## config.mk

```make
export PLATFORM = sky130hd
export DESIGN_NAME = packet_sort_module
export DESIGN_NICKNAME = d
export VERILOG_FILES = /design/src/rtl/packet_sort_module.sv
export SDC_FILE = /design/constraint.sdc
export NUM_CORES = 1
export LEC_CHECK = 0
export CORE_ASPECT_RATIO = 0.75
export CORE_UTILIZATION = 42
export CTS_BUF_LIST = sky130_fd_sc_hd__clkbuf_4 sky130_fd_sc_hd__clkbuf_8
export DETAILED_ROUTE_END_ITERATION = 7
export PLACE_DENSITY_LB_ADDON = 0.05
export SLEW_MARGIN = 10
export SYNTH_ARGS = -nofsm -noshare
export SYNTH_HDL_FRONTEND = slang
export SYNTH_SLANG_ARGS = --single-unit
```

## constraint.sdc

```tcl
create_clock -name clk_i -period 3.8 [get_ports clk_i]
set_clock_uncertainty 0.15 [all_clocks]
set_input_delay 0.76 -clock clk_i [delete_from_list [all_inputs] [get_ports clk_i]]
set_output_delay 0.76 -clock clk_i [all_outputs]
set_load 0.05 [all_outputs]
```

## src/rtl/packet_sort_module.sv

```systemverilog
// Streaming packet sorter: buffers one packet of up to 2**ADR_WIDTH words, sorts it
// ascending with odd-even transposition, then replays it on a sop/eop/valid stream.
module packet_sort_module #(
  parameter int unsigned DATA_WIDTH = 8,
  parameter int unsigned ADR_WIDTH  = 3
) (
  input  logic                  clk_i,
  input  logic                  async_rst_i,
  input  logic                  sop_i,
  input  logic                  eop_i,
  input  logic [DATA_WIDTH-1:0] data_i,
  input  logic                  val_i,
  output logic                  sop_o,
  output logic                  eop_o,
  output logic [DATA_WIDTH-1:0] data_o,
  output logic                  val_o,
  output logic                  busy_o
);

  localparam int unsigned N = 2 ** ADR_WIDTH;

  typedef enum logic [1:0] {StIdle, StRecv, StSort, StSend} state_e;

  state_e                state_q, state_d;
  logic [ADR_WIDTH:0]    len_q, len_d;
  // Pass index while sorting, word index while sending.
  logic [ADR_WIDTH:0]    cnt_q, cnt_d;
  logic [DATA_WIDTH-1:0] mem_q [N];
  logic [DATA_WIDTH-1:0] mem_d [N];

  logic                  sop_q, sop_d;
  logic                  eop_q, eop_d;
  logic                  val_q, val_d;
  logic                  busy_q, busy_d;
  logic [DATA_WIDTH-1:0] data_q, data_d;

  logic [ADR_WIDTH-1:0]  wr_idx;
  logic [ADR_WIDTH-1:0]  rd_idx;
  logic [ADR_WIDTH:0]    len_one;

  assign wr_idx  = len_q[ADR_WIDTH-1:0];
  assign rd_idx  = cnt_q[ADR_WIDTH-1:0];
  assign len_one = {{ADR_WIDTH{1'b0}}, 1'b1};

  always_comb begin
    state_d = state_q;
    len_d   = len_q;
    cnt_d   = cnt_q;
    mem_d   = mem_q;
    sop_d   = 1'b0;
    eop_d   = 1'b0;
    val_d   = 1'b0;
    data_d  = '0;
    busy_d  = busy_q;

    unique case (state_q)
      StIdle: begin
        if (val_i && sop_i) begin
          mem_d[0] = data_i;
          len_d    = len_one;
          cnt_d    = '0;
          if (eop_i) begin
            state_d = StSort;
            busy_d  = 1'b1;
          end else begin
            state_d = StRecv;
          end
        end
      end

      StRecv: begin
        if (val_i) begin
          cnt_d = '0;
          if (sop_i) begin
            mem_d[0] = data_i;
            len_d    = len_one;
            if (eop_i) begin
              state_d = StSort;
              busy_d  = 1'b1;
            end
          end else begin
            mem_d[wr_idx] = data_i;
            len_d         = len_q + len_one;
            // A full buffer closes the packet even without eop.
            if (eop_i || (wr_idx == '1)) begin
              state_d = StSort;
              busy_d  = 1'b1;
            end
          end
        end
      end

      StSort: begin
        for (int i = 0; i < int'(N) - 1; i++) begin
          if ((i[0] == cnt_q[0]) && (i + 1 < int'(len_q)) && (mem_q[i] > mem_q[i+1])) begin
            mem_d[i]   = mem_q[i+1];
            mem_d[i+1] = mem_q[i];
          end
        end
        if (cnt_q == len_q - len_one) begin
          state_d = StSend;
          cnt_d   = '0;
        end else begin
          cnt_d = cnt_q + len_one;
        end
      end

      StSend: begin
        if (cnt_q == len_q) begin
          state_d = StIdle;
          busy_d  = 1'b0;
          len_d   = '0;
          cnt_d   = '0;
        end else begin
          val_d  = 1'b1;
          data_d = mem_q[rd_idx];
          sop_d  = (cnt_q == '0);
          eop_d  = (cnt_q == len_q - len_one);
          cnt_d  = cnt_q + len_one;
        end
      end

      default: begin
        state_d = StIdle;
        busy_d  = 1'b0;
      end
    endcase
  end

  always_ff @(posedge clk_i or posedge async_rst_i) begin
    if (async_rst_i) begin
      state_q <= StIdle;
      len_q   <= '0;
      cnt_q   <= '0;
      sop_q   <= 1'b0;
      eop_q   <= 1'b0;
      val_q   <= 1'b0;
      busy_q  <= 1'b0;
      data_q  <= '0;
    end else begin
      state_q <= state_d;
      len_q   <= len_d;
      cnt_q   <= cnt_d;
      sop_q   <= sop_d;
      eop_q   <= eop_d;
      val_q   <= val_d;
      busy_q  <= busy_d;
      data_q  <= data_d;
    end
  end

  // Packet storage needs no reset; contents are only read after being written.
  always_ff @(posedge clk_i) begin
    mem_q <= mem_d;
  end

  assign sop_o  = sop_q;
  assign eop_o  = eop_q;
  assign val_o  = val_q;
  assign busy_o = busy_q;
  assign data_o = data_q;

endmodule

```

==> results.json, run 1 <==
{
  "ys_ff_latch": 86,
  "cts_setup_buffers": 0,
  "status": "finished clean",
  "n_fill_cell": 1357,
  "drt_wl_total_um": 18500,
  "root_buffer": "clkbuf_8",
  "num_rows": 38,
  "synth_cell_type_count": 59,
  "core_um2": 14600,
  "drive_above_1_share": 0.0946,
  "dp_slack_ns": 0.859,
  "synth_edf_count": 64,
  "ys_seq_area_frac": 0.389,
  "tns_ns": 0,
  "pwr_density_cell_nw_per_um2": 710,
  "worst_slack_ns": 0.814,
  "seqCellArea_um2": 2470,
  "fp.dieW_um": 144,
  "relSlewSlack": 0.193,
  "leakagePower_nw": 2.88,
  "drc": 0,
  "worst_setup_path_start_kind": "flop",
  "grt-ovfl-total": 0,
  "wl_per_cell_um": 22.1,
  "instances_no_fill": 834,
  "die_area_um2": 15600,
  "syn_inst": 605,
  "initial_core_util": 0.435,
  "cts_hold_buf": 0,
  "h-tree-depth": 3,
  "finalSetupViolations": 0,
  "worst_slew_pin_slew_ns": 1.20,
  "cts_sinks": 86,
  "yosysWarnings": 0,
  "grt_pass1_vias": 5050,
  "multi_input_area_um2": 3480,
  "synth_top_flop_cell": "edfxtp_1",
  "rsz0062_at_grt": "false",
  "synth.cell_area_um2": 6360,
  "gp_congestion": 0.849,
  "drtIter0Drc": 512,
  "critPathKind": "flop to flop",
  "antenna_cells": 0,
  "cp_max_fo": 16,
  "fin_crit_ns": 2.99,
  "viasPerCell": 6.12,
  "hpwl_um": 14100,
  "fin_nets": 710,
  "die_height_um": 109,
  "track_usage": 0.253,
  "grt_pass1_wl_um": 29100,
  "path_clk_slew_ns": 0.09,
  "dp_cells": 818,
  "syn_to_final_growth_pct": 10.9,
  "postRouteAntennaNets": 0,
  "fmax_ghz": 0.335,
  "required_ns": 3.90,
  "hold_viol_final": 0,
  "cts_resized": 0,
  "antenna_found_initial": 0,
  "io_buffers": 24,
  "drt_first_pass_iters": 5,
  "synth.avg_cell_area_um2": 10.5,
  "end_kind": "flop",
  "cts_tree": "yes",
  "postSynth.asyncResetShare": 0.256,
  "crit_arrival_ns": 3.08,
  "grt_max_degree": 36,
  "numCtsBuffers": 9,
  "slew_violations": 0,
  "clock_latency_ns": 0.38,
  "num_vias": 5101,
  "peakVddDrop_uv": 259,
  "syn-num-nets": 686,
  "boundaryPins": 25,
  "maxCapViolCount": 0,
  "min_path_type": "flop to flop",
  "finalCritPeriodShare": 0.786,
  "clock_path_buffers": 2
}
[cells in the final DEF, fill, tap and decap left out, types with 11 or more instances in the layout]
cell             instances
o211ai_1                17
clkbuf_8                11
nor2_1                  65
a22o_1                  15
inv_1                   70
nand2_1                 27
buf_4                   17
mux4_2                  16
edfxtp_1                64
mux2i_1                 11
o21ai_0                 14
ha_1                    68
clkdlybuf4s50_1         24
dfrtp_1                 22
nand3_1                 13
a21oi_1                 18
a221o_1                 40
[cell usage after synthesis (2+ instances only)]
master / count / area [um2]
o311a_1: 2 / 20.0
a211oi_1: 9 / 67.6
o211ai_1: 17 / 128
a221o_1: 40 / 400
o21ai_1: 2 / 10.0
inv_1: 70 / 263
nor3_1: 7 / 35.0
or3_1: 3 / 18.8
nand2_1: 27 / 101
mux2i_1: 11 / 110
o21ai_0: 14 / 70.1
dfrtp_1: 22 / 551
nand4_1: 5 / 31.3
buf_2: 10 / 50.1
ha_1: 68 / 851
a211o_1: 2 / 17.5
nor3_2: 3 / 30.0
o311ai_0: 9 / 78.8
mux4_2: 16 / 360
clkinv_1: 2 / 7.51
nand3_1: 13 / 65.1
a221oi_1: 3 / 26.3
or2_2: 2 / 12.5
o31ai_1: 4 / 30.0
xor2_1: 9 / 78.8
a31oi_1: 4 / 25.0
nor2b_1: 5 / 31.3
o31a_1: 2 / 17.5
a22o_1: 15 / 131
nor2_1: 65 / 244
edfxtp_1: 64 / 1920
nand2b_1: 2 / 12.5
o21a_1: 3 / 22.5
clkbuf_1: 14 / 52.6
a21oi_1: 18 / 90.1
nor4bb_1: 2 / 20.0
a21o_1: 4 / 30.0
o2bb2ai_1: 8 / 70.1
and4_1: 8 / 70.1
buf_1: 2 / 7.51
[state kept, by name (all words and copies together), names as in the netlist]
| register | flops |
|---|---|
| data_o | 8 |
| len_q | 4 |
| val_o | 1 |
| state_q | 2 |
| sop_o | 1 |
| mem_q | 64 |
| cnt_q | 4 |
| eop_o | 1 |
| busy_o | 1 |
[where the power goes]
part / internal (mW) / switching [mW]
sequential: 1.35 / 0.288
clock: 0.341 / 0.360
combinational: 1.02 / 1.66
total: 2.71 / 2.30
[stage by stage]
step / hold WS, ns / cell area (um2) / utilization / power [mW]
detailed placement: 0.365 / 6850 / 0.469 / 4.29
floorplan: 0.322 / 6360 / - / 3.38
global placement: 0.363 / 6850 / 0.469 / 4.23
finish: 0.378 / 7050 / 0.483 / 5.01
CTS: 0.377 / 7050 / 0.483 / 5.00
global route: 0.410 / 7050 / 0.483 / 5.34
[area by class of cell]
cell class	count	share of cell area
Timing Repair Buffer	41	0.0522
Tap cell	200	0.0355
Multi-Input combinational cell	419	0.494
Clock inverter	5	0.00781
Clock buffer	11	0.0215
Sequential cell	86	0.351
Inverter	72	0.0383
[metal layers]
metal / GRT usage / vias to the layer above / share of wire
met5: 0 / - / 0
met4: 0.0676 / 0 / 0.013
met3: 0.0540 / 21 / 0.065
met2: 0.375 / 160 / 0.43
met1: 0.371 / 2533 / 0.49
li1: - / 2387 / -
[worst max-delay path, cell delays in order (launching register included)]
cell	delay (ns)
edfxtp_1	0.48
inv_1	0.08
ha_1	0.31
and4_1	0.25
a211oi_1	0.22
o31ai_1	0.14
nor3_2	0.92
a221o_1	0.30
[kinds of logic (layout without fill, tap and decap cells)]
logic type,count (synthesis),count (layout),synth area share
fa+ha+maj,68,68,0.134
xor+xnor,9,9,0.0124
compound gates,166,166,0.213
mux,27,27,0.0740
flops,86,86,0.389
simple gates,149,149,0.115
buf+inv,100,129,0.0628
[final timing paths]
check                      cells after the start         from    endpoint  slack (ns)
hold / removal                                 1     cnt_q[3]       sop_o        0.38
hold reg to reg                                1     cnt_q[3]       sop_o        0.38
setup / recovery                               7    mem_q[14]   mem_q[16]        0.81
setup reg to reg                               7    mem_q[14]   mem_q[16]        0.81
max in group asynchronous                      2  async_rst_i   data_o[0]        2.29
min in group asynchronous                      2  async_rst_i  state_q[0]        0.69
Power figures use the tool's default switching activity.
==> inputs of run 2 (changes only) <==
==> constraint.sdc (replaced) <==
create_clock -name clk_i -period 2.8 [get_ports clk_i]
set_clock_uncertainty 0.15 [all_clocks]
set_input_delay 0.56 -clock clk_i [delete_from_list [all_inputs] [get_ports clk_i]]
set_output_delay 0.56 -clock clk_i [all_outputs]
set_load 0.05 [all_outputs]
==> run 2 against run 1 <==
- register-to-register slack worse by 0.72 ns
- die area is the same
- first-iteration DRC count fell by 18%
- worst hold slack worse by 0.011 ns
- power rose by 44%
- combinational power increased by 55%
- global-route usage rose by 0.97 points
- critical endpoint is now mem_q[44]
- largest power group unchanged
==> results.json, run 2 (same netlist as run 1, synthesis figures left out) <==
{
  "viasPerCell": 5.95,
  "worst_slew_pin_slew_ns": 0.819,
  "hp-start": "cnt_q[3]",
  "hpwl_um": 14900,
  "fin_util": 0.524,
  "relSlewSlack": 0.453,
  "layout_common_cells": "86 x buf_4, 70 x inv_1, 68 x ha_1",
  "fp.dieW_um": 144,
  "fin_nets": 780,
  "peakVddDrop_uv": 456,
  "cpMostUsedCell": "a21oi_1",
  "num_vias": 5375,
  "whs_endpoint": "sop_o",
  "path_buf_inv": 2,
  "dp_cells": 884,
  "drt_first_pass_iters": 4,
  "cts_tree": "yes",
  "required_ns": 2.75,
  "cp_max_fo": 5,
  "slew_violations": 0,
  "initial_core_util": 0.435,
  "io_buffers": 24,
  "place_area_um2": 7340,
  "grt-ovfl-total": 0,
  "grtUsageMet1": 0.388,
  "rsz0062_at_grt": "true",
  "syn_to_final_growth_pct": 20.4,
  "boundaryPins": 25,
  "min_path_type": "flop to flop",
  "crit_arrival_ns": 2.66,
  "status": "finished clean",
  "r2r_start": "mem_q[47]",
  "cts_sinks": 86,
  "dp_slack_ns": -0.256,
  "worst_setup_path_start_kind": "flop",
  "finalCritPeriodShare": 0.967,
  "antenna_found_initial": 0,
  "track_usage": 0.263,
  "final_common_cell": "buf_4",
  "instances_no_fill": 904,
  "reg2reg_slack_ns": 0.09,
  "path_clk_slew_ns": 0.09,
  "gp_congestion": 0.898,
  "worst_slack_ns": 0.0911,
  "die_area_um2": 15600,
  "grt_pass1_vias": 5303,
  "crit_path_top_delay_cell": "edfxtp_1",
  "hold_viol_final": 0,
  "numCtsBuffers": 9,
  "power_mw": 7.23,
  "met3_usage": 0.0509,
  "core_um2": 14600,
  "cp_cell_sequence": "inv_1 > ha_1 > and4_1 > a21oi_1 > o31a_1 > a21oi_1 > a221oi_4 > buf_4",
  "grt_max_degree": 24,
  "pwr_density_cell_nw_per_um2": 945,
  "r2r_cells": 8,
  "busiest_layer": "met2",
  "cp_top_family": "compound AO/OA/AOI/OAI gates",
  "h-tree-depth": 3,
  "leakagePower_nw": 3.24,
  "worstHoldPathCells": 1,
  "clock_latency_ns": 0.39,
  "finalSetupViolations": 0,
  "clock_path_buffers": 2,
  "antenna_cells": 0,
  "num_rows": 38,
  "r2r_end": "mem_q[44]",
  "largest_register": "mem_q",
  "die_height_um": 109,
  "end_kind": "flop",
  "grt_use_met2": 0.391,
  "slowest_delay_ns": 0.44,
  "drive_above_1_share": 0.190,
  "root_buffer": "clkbuf_8",
  "fin_area_um2": 7650,
  "drt_wl_total_um": 19100,
  "grt_pass1_wl_um": 30500,
  "whs_ns": 0.368,
  "postRouteAntennaNets": 0,
  "drc": 0,
  "wl_per_cell_um": 21.2,
  "fin_crit_ns": 2.71,
  "fmax_ghz": 0.369,
  "tns_ns": 0,
  "critPathKind": "flop to flop",
  "drtIter0Drc": 418,
  "largest_reg_flops": 64,
  "maxCapViolCount": 0
}
## run 2: changes by cell type in the layout (fill, tap and decap cells not counted), moves of 2 or more
cell	change
nor3_2	-2
clkbuf_8	-2
buf_4	+69
nor3_4	+2
## run 2: worst max-delay path by stage
stage,startpoint,to,slack [ns],depth (start not counted)
final,mem_q[47],mem_q[44],0.09,8
after global routing,state_q[0],mem_q[45],-0.001,6
after CTS,mem_q[13],mem_q[12],0.09,7
after detailed placement,mem_q[15],mem_q[6],-0.26,6
after global placement,mem_q[15],mem_q[5],-0.12,6
after floorplan,len_q[0],mem_q[48],0.02,7
## run 2: layout make-up
| type | instances | area [um2] |
|---|---|---|
| multi-input cells | 419 | 3540 |
| well taps | 200 | 250 |
| repair buffers | 111 | 906 |
| clock buffers | 9 | 124 |
| inverters | 72 | 270 |
| clock inverters | 7 | 95.1 |
| flip-flops and latches | 86 | 2470 |
| fillers | 1339 | 6940 |
## run 2: timing repair
item | in CTS | in global routing
resized for setup | 4 | 5
setup buffers | 3 | 1
endpoints found under the setup margin | 29 | 45
hold buffers | 0 | 0
pin swaps | 1 | 1
## run 2: routing by layer
metal | routed length, um | up-vias
met2 | 8150 | 237
met3 | 1460 | 19
met4 | 244 | 0
met5 | 0 | -
li1 | - | 2521
met1 | 9280 | 2598
## run 2: power by group
group / switching, mW / leakage, nW / internal [mW] / total (mW)
combinational: 2.49 / 2.21 / 1.65 / 4.13
sequential: 0.260 / 0.916 / 1.83 / 2.09
clock: 0.506 / 0.114 / 0.507 / 1.01
total: 3.25 / 3.24 / 3.98 / 7.23
==> inputs of run 3 (changes only) <==
--- a/config.mk
+++ b/config.mk
@@ -10,6 +10,7 @@
 export CTS_BUF_LIST = sky130_fd_sc_hd__clkbuf_4 sky130_fd_sc_hd__clkbuf_8
 export DETAILED_ROUTE_END_ITERATION = 7
 export PLACE_DENSITY_LB_ADDON = 0.05
+export REMOVE_ABC_BUFFERS = 1
 export SLEW_MARGIN = 10
 export SYNTH_ARGS = -nofsm -noshare
 export SYNTH_HDL_FRONTEND = slang
==> run 3 against run 2 <==
- critical path depth is 2 lower
- flip-flop and latch count unchanged
- combinational power down 1%
- final area decreased by 0.54%
- sequential power barely moved
- via count down 0.19%
- final cell count down 0.77%
- fmax rose by 0.97%
- worst setup slack improved by 0.026 ns
- critical endpoint is now mem_q[46]
- highest routed layer unchanged
==> results.json, run 3 (same netlist as run 1, synthesis figures left out) <==
{
  "status": "finished clean",
  "syn_to_final_growth_pct": 19.8,
  "clock_path_buffers": 2,
  "viasPerCell": 5.98,
  "die_height_um": 109,
  "hpwl_um": 14900,
  "postRouteAntennaNets": 0,
  "fin_crit_ns": 2.68,
  "clock_latency_ns": 0.38,
  "cts_tree": "yes",
  "fp.dieW_um": 144,
  "cts_sinks": 86,
  "peakVddDrop_uv": 292,
  "track_usage": 0.262,
  "drc": 0,
  "finalSetupViolations": 0,
  "gp_congestion": 0.911,
  "core_um2": 14600,
  "die_area_um2": 15600,
  "grt_pass1_vias": 5315,
  "cp_cell_sequence": "inv_1 > ha_1 > clkinv_1 > buf_4 > nor3_2 > a221o_1",
  "wl_met2_um": 8170,
  "cts_hold_buf": 0,
  "wl_met1_um": 9360,
  "fin_nets": 773,
  "boundaryPins": 25,
  "largest_register": "mem_q",
  "drtIter0Drc": 344,
  "finalCritPeriodShare": 0.958,
  "grt-ovfl-total": 0,
  "drt_wl_total_um": 18900,
  "fin_util": 0.522,
  "final_common_cell": "buf_4",
  "path_buf_inv": 3,
  "antenna_found_initial": 0,
  "r2r_cells": 6,
  "crit_path_top_delay_cell": "nor3_2",
  "relSlewSlack": 0.553,
  "numCtsBuffers": 9,
  "end_kind": "flop",
  "largest_reg_flops": 64,
  "rsz0062_at_grt": "true",
  "num_vias": 5365,
  "pwr_density_cell_nw_per_um2": 937,
  "drt_first_pass_iters": 5,
  "hold_viol_final": 0,
  "n_fill_cell": 1334,
  "maxCapViolCount": 0,
  "crit_arrival_ns": 2.78,
  "grt_pass1_wl_um": 30100,
  "slowest_delay_ns": 0.56,
  "cp_max_fo": 21,
  "root_buffer": "clkbuf_8",
  "worst_setup_path_start_kind": "flop",
  "num_rows": 38,
  "wl_per_cell_um": 21.1,
  "antenna_cells": 0,
  "h-tree-depth": 3,
  "min_path_type": "primary input to async pin",
  "initial_core_util": 0.435,
  "required_ns": 2.89,
  "layout_common_cells": "78 x buf_4, 70 x inv_1, 68 x ha_1",
  "slew_violations": 0,
  "critPathKind": "flop to flop",
  "path_depth": 6,
  "worst_slew_pin_slew_ns": 0.670,
  "fmax_ghz": 0.373,
  "dr_wl_met3_um": 1230,
  "leakagePower_nw": 3.21,
  "io_buffers": 24,
  "grt_max_degree": 24,
  "top_layer": "met4",
  "tns_ns": 0,
  "cp_top_family": "buffers and inverters",
  "drive_above_1_share": 0.184,
  "path_clk_slew_ns": 0.09
}
run 3: where the power goes:
| part | leakage, nW | internal (mW) | switching, mW | total, mW |
|---|---|---|---|---|
| Combinational | 2.19 | 1.63 | 2.46 | 4.09 |
| Clock | 0.108 | 0.444 | 0.496 | 0.940 |
| Sequential | 0.916 | 1.83 | 0.280 | 2.11 |
| Total | 3.21 | 3.90 | 3.23 | 7.14 |
run 3: repair_timing:
action | in CTS | in global routing
pin swaps | 0 | 4
gates resized for setup | 4 | 7
buffers inserted | 0 | 4
endpoints found under the setup margin | 29 | 45
run 3: cell type report:
| class | instances | area, um2 | area share |
|---|---|---|---|
| clock inverter | 6 | 67.6 | 0.00887 |
| timing repair buffer | 104 | 866 | 0.114 |
| multi-input combinational | 419 | 3550 | 0.466 |
| inverter | 72 | 270 | 0.0355 |
| sequential | 86 | 2470 | 0.325 |
| clock buffer | 10 | 138 | 0.0181 |
| tap | 200 | 250 | 0.0329 |
run 3: metal layers:
metal  track usage  up-vias
met5             0        -
met4        0.0600        0
met3        0.0509       19
met2         0.398      199
met1         0.381     2633
li1              -     2514
run 3: worst paths after layout:
kind                                  start          to  slack, ns
worst max-delay path             state_q[0]   mem_q[46]       0.12
min in group clk_i                 cnt_q[3]       sop_o       0.37
worst min-delay path            async_rst_i  state_q[0]       0.35
worst max register to register   state_q[0]   mem_q[46]       0.12
max in group asynchronous       async_rst_i   data_o[1]       1.92
worst min register to register     cnt_q[3]       sop_o       0.37
run 3: worst register-to-register path, cell delays in order, from the launching register on:
cell      delay, ns
dfrtp_1        0.41
inv_1          0.13
ha_1           0.29
clkinv_1       0.37
buf_4          0.35
nor3_2         0.57
a221o_1        0.27
run 3: through the flow:
stage          hold slack, ns  instance area, um2  power, mW  setup slack [ns]  std cells
6_report                0.354                7610       7.14             0.117        897
5_1_grt                 0.398                7610       7.65           -0.0258        897
4_1_cts                 0.348                7520       7.10            0.0259        893
3_5_place_dp            0.362                7290       6.11            -0.172        877
3_3_place_gp            0.350                7290       6.04           -0.0989        877
2_1_floorplan           0.322                6230       4.51            -0.535        577
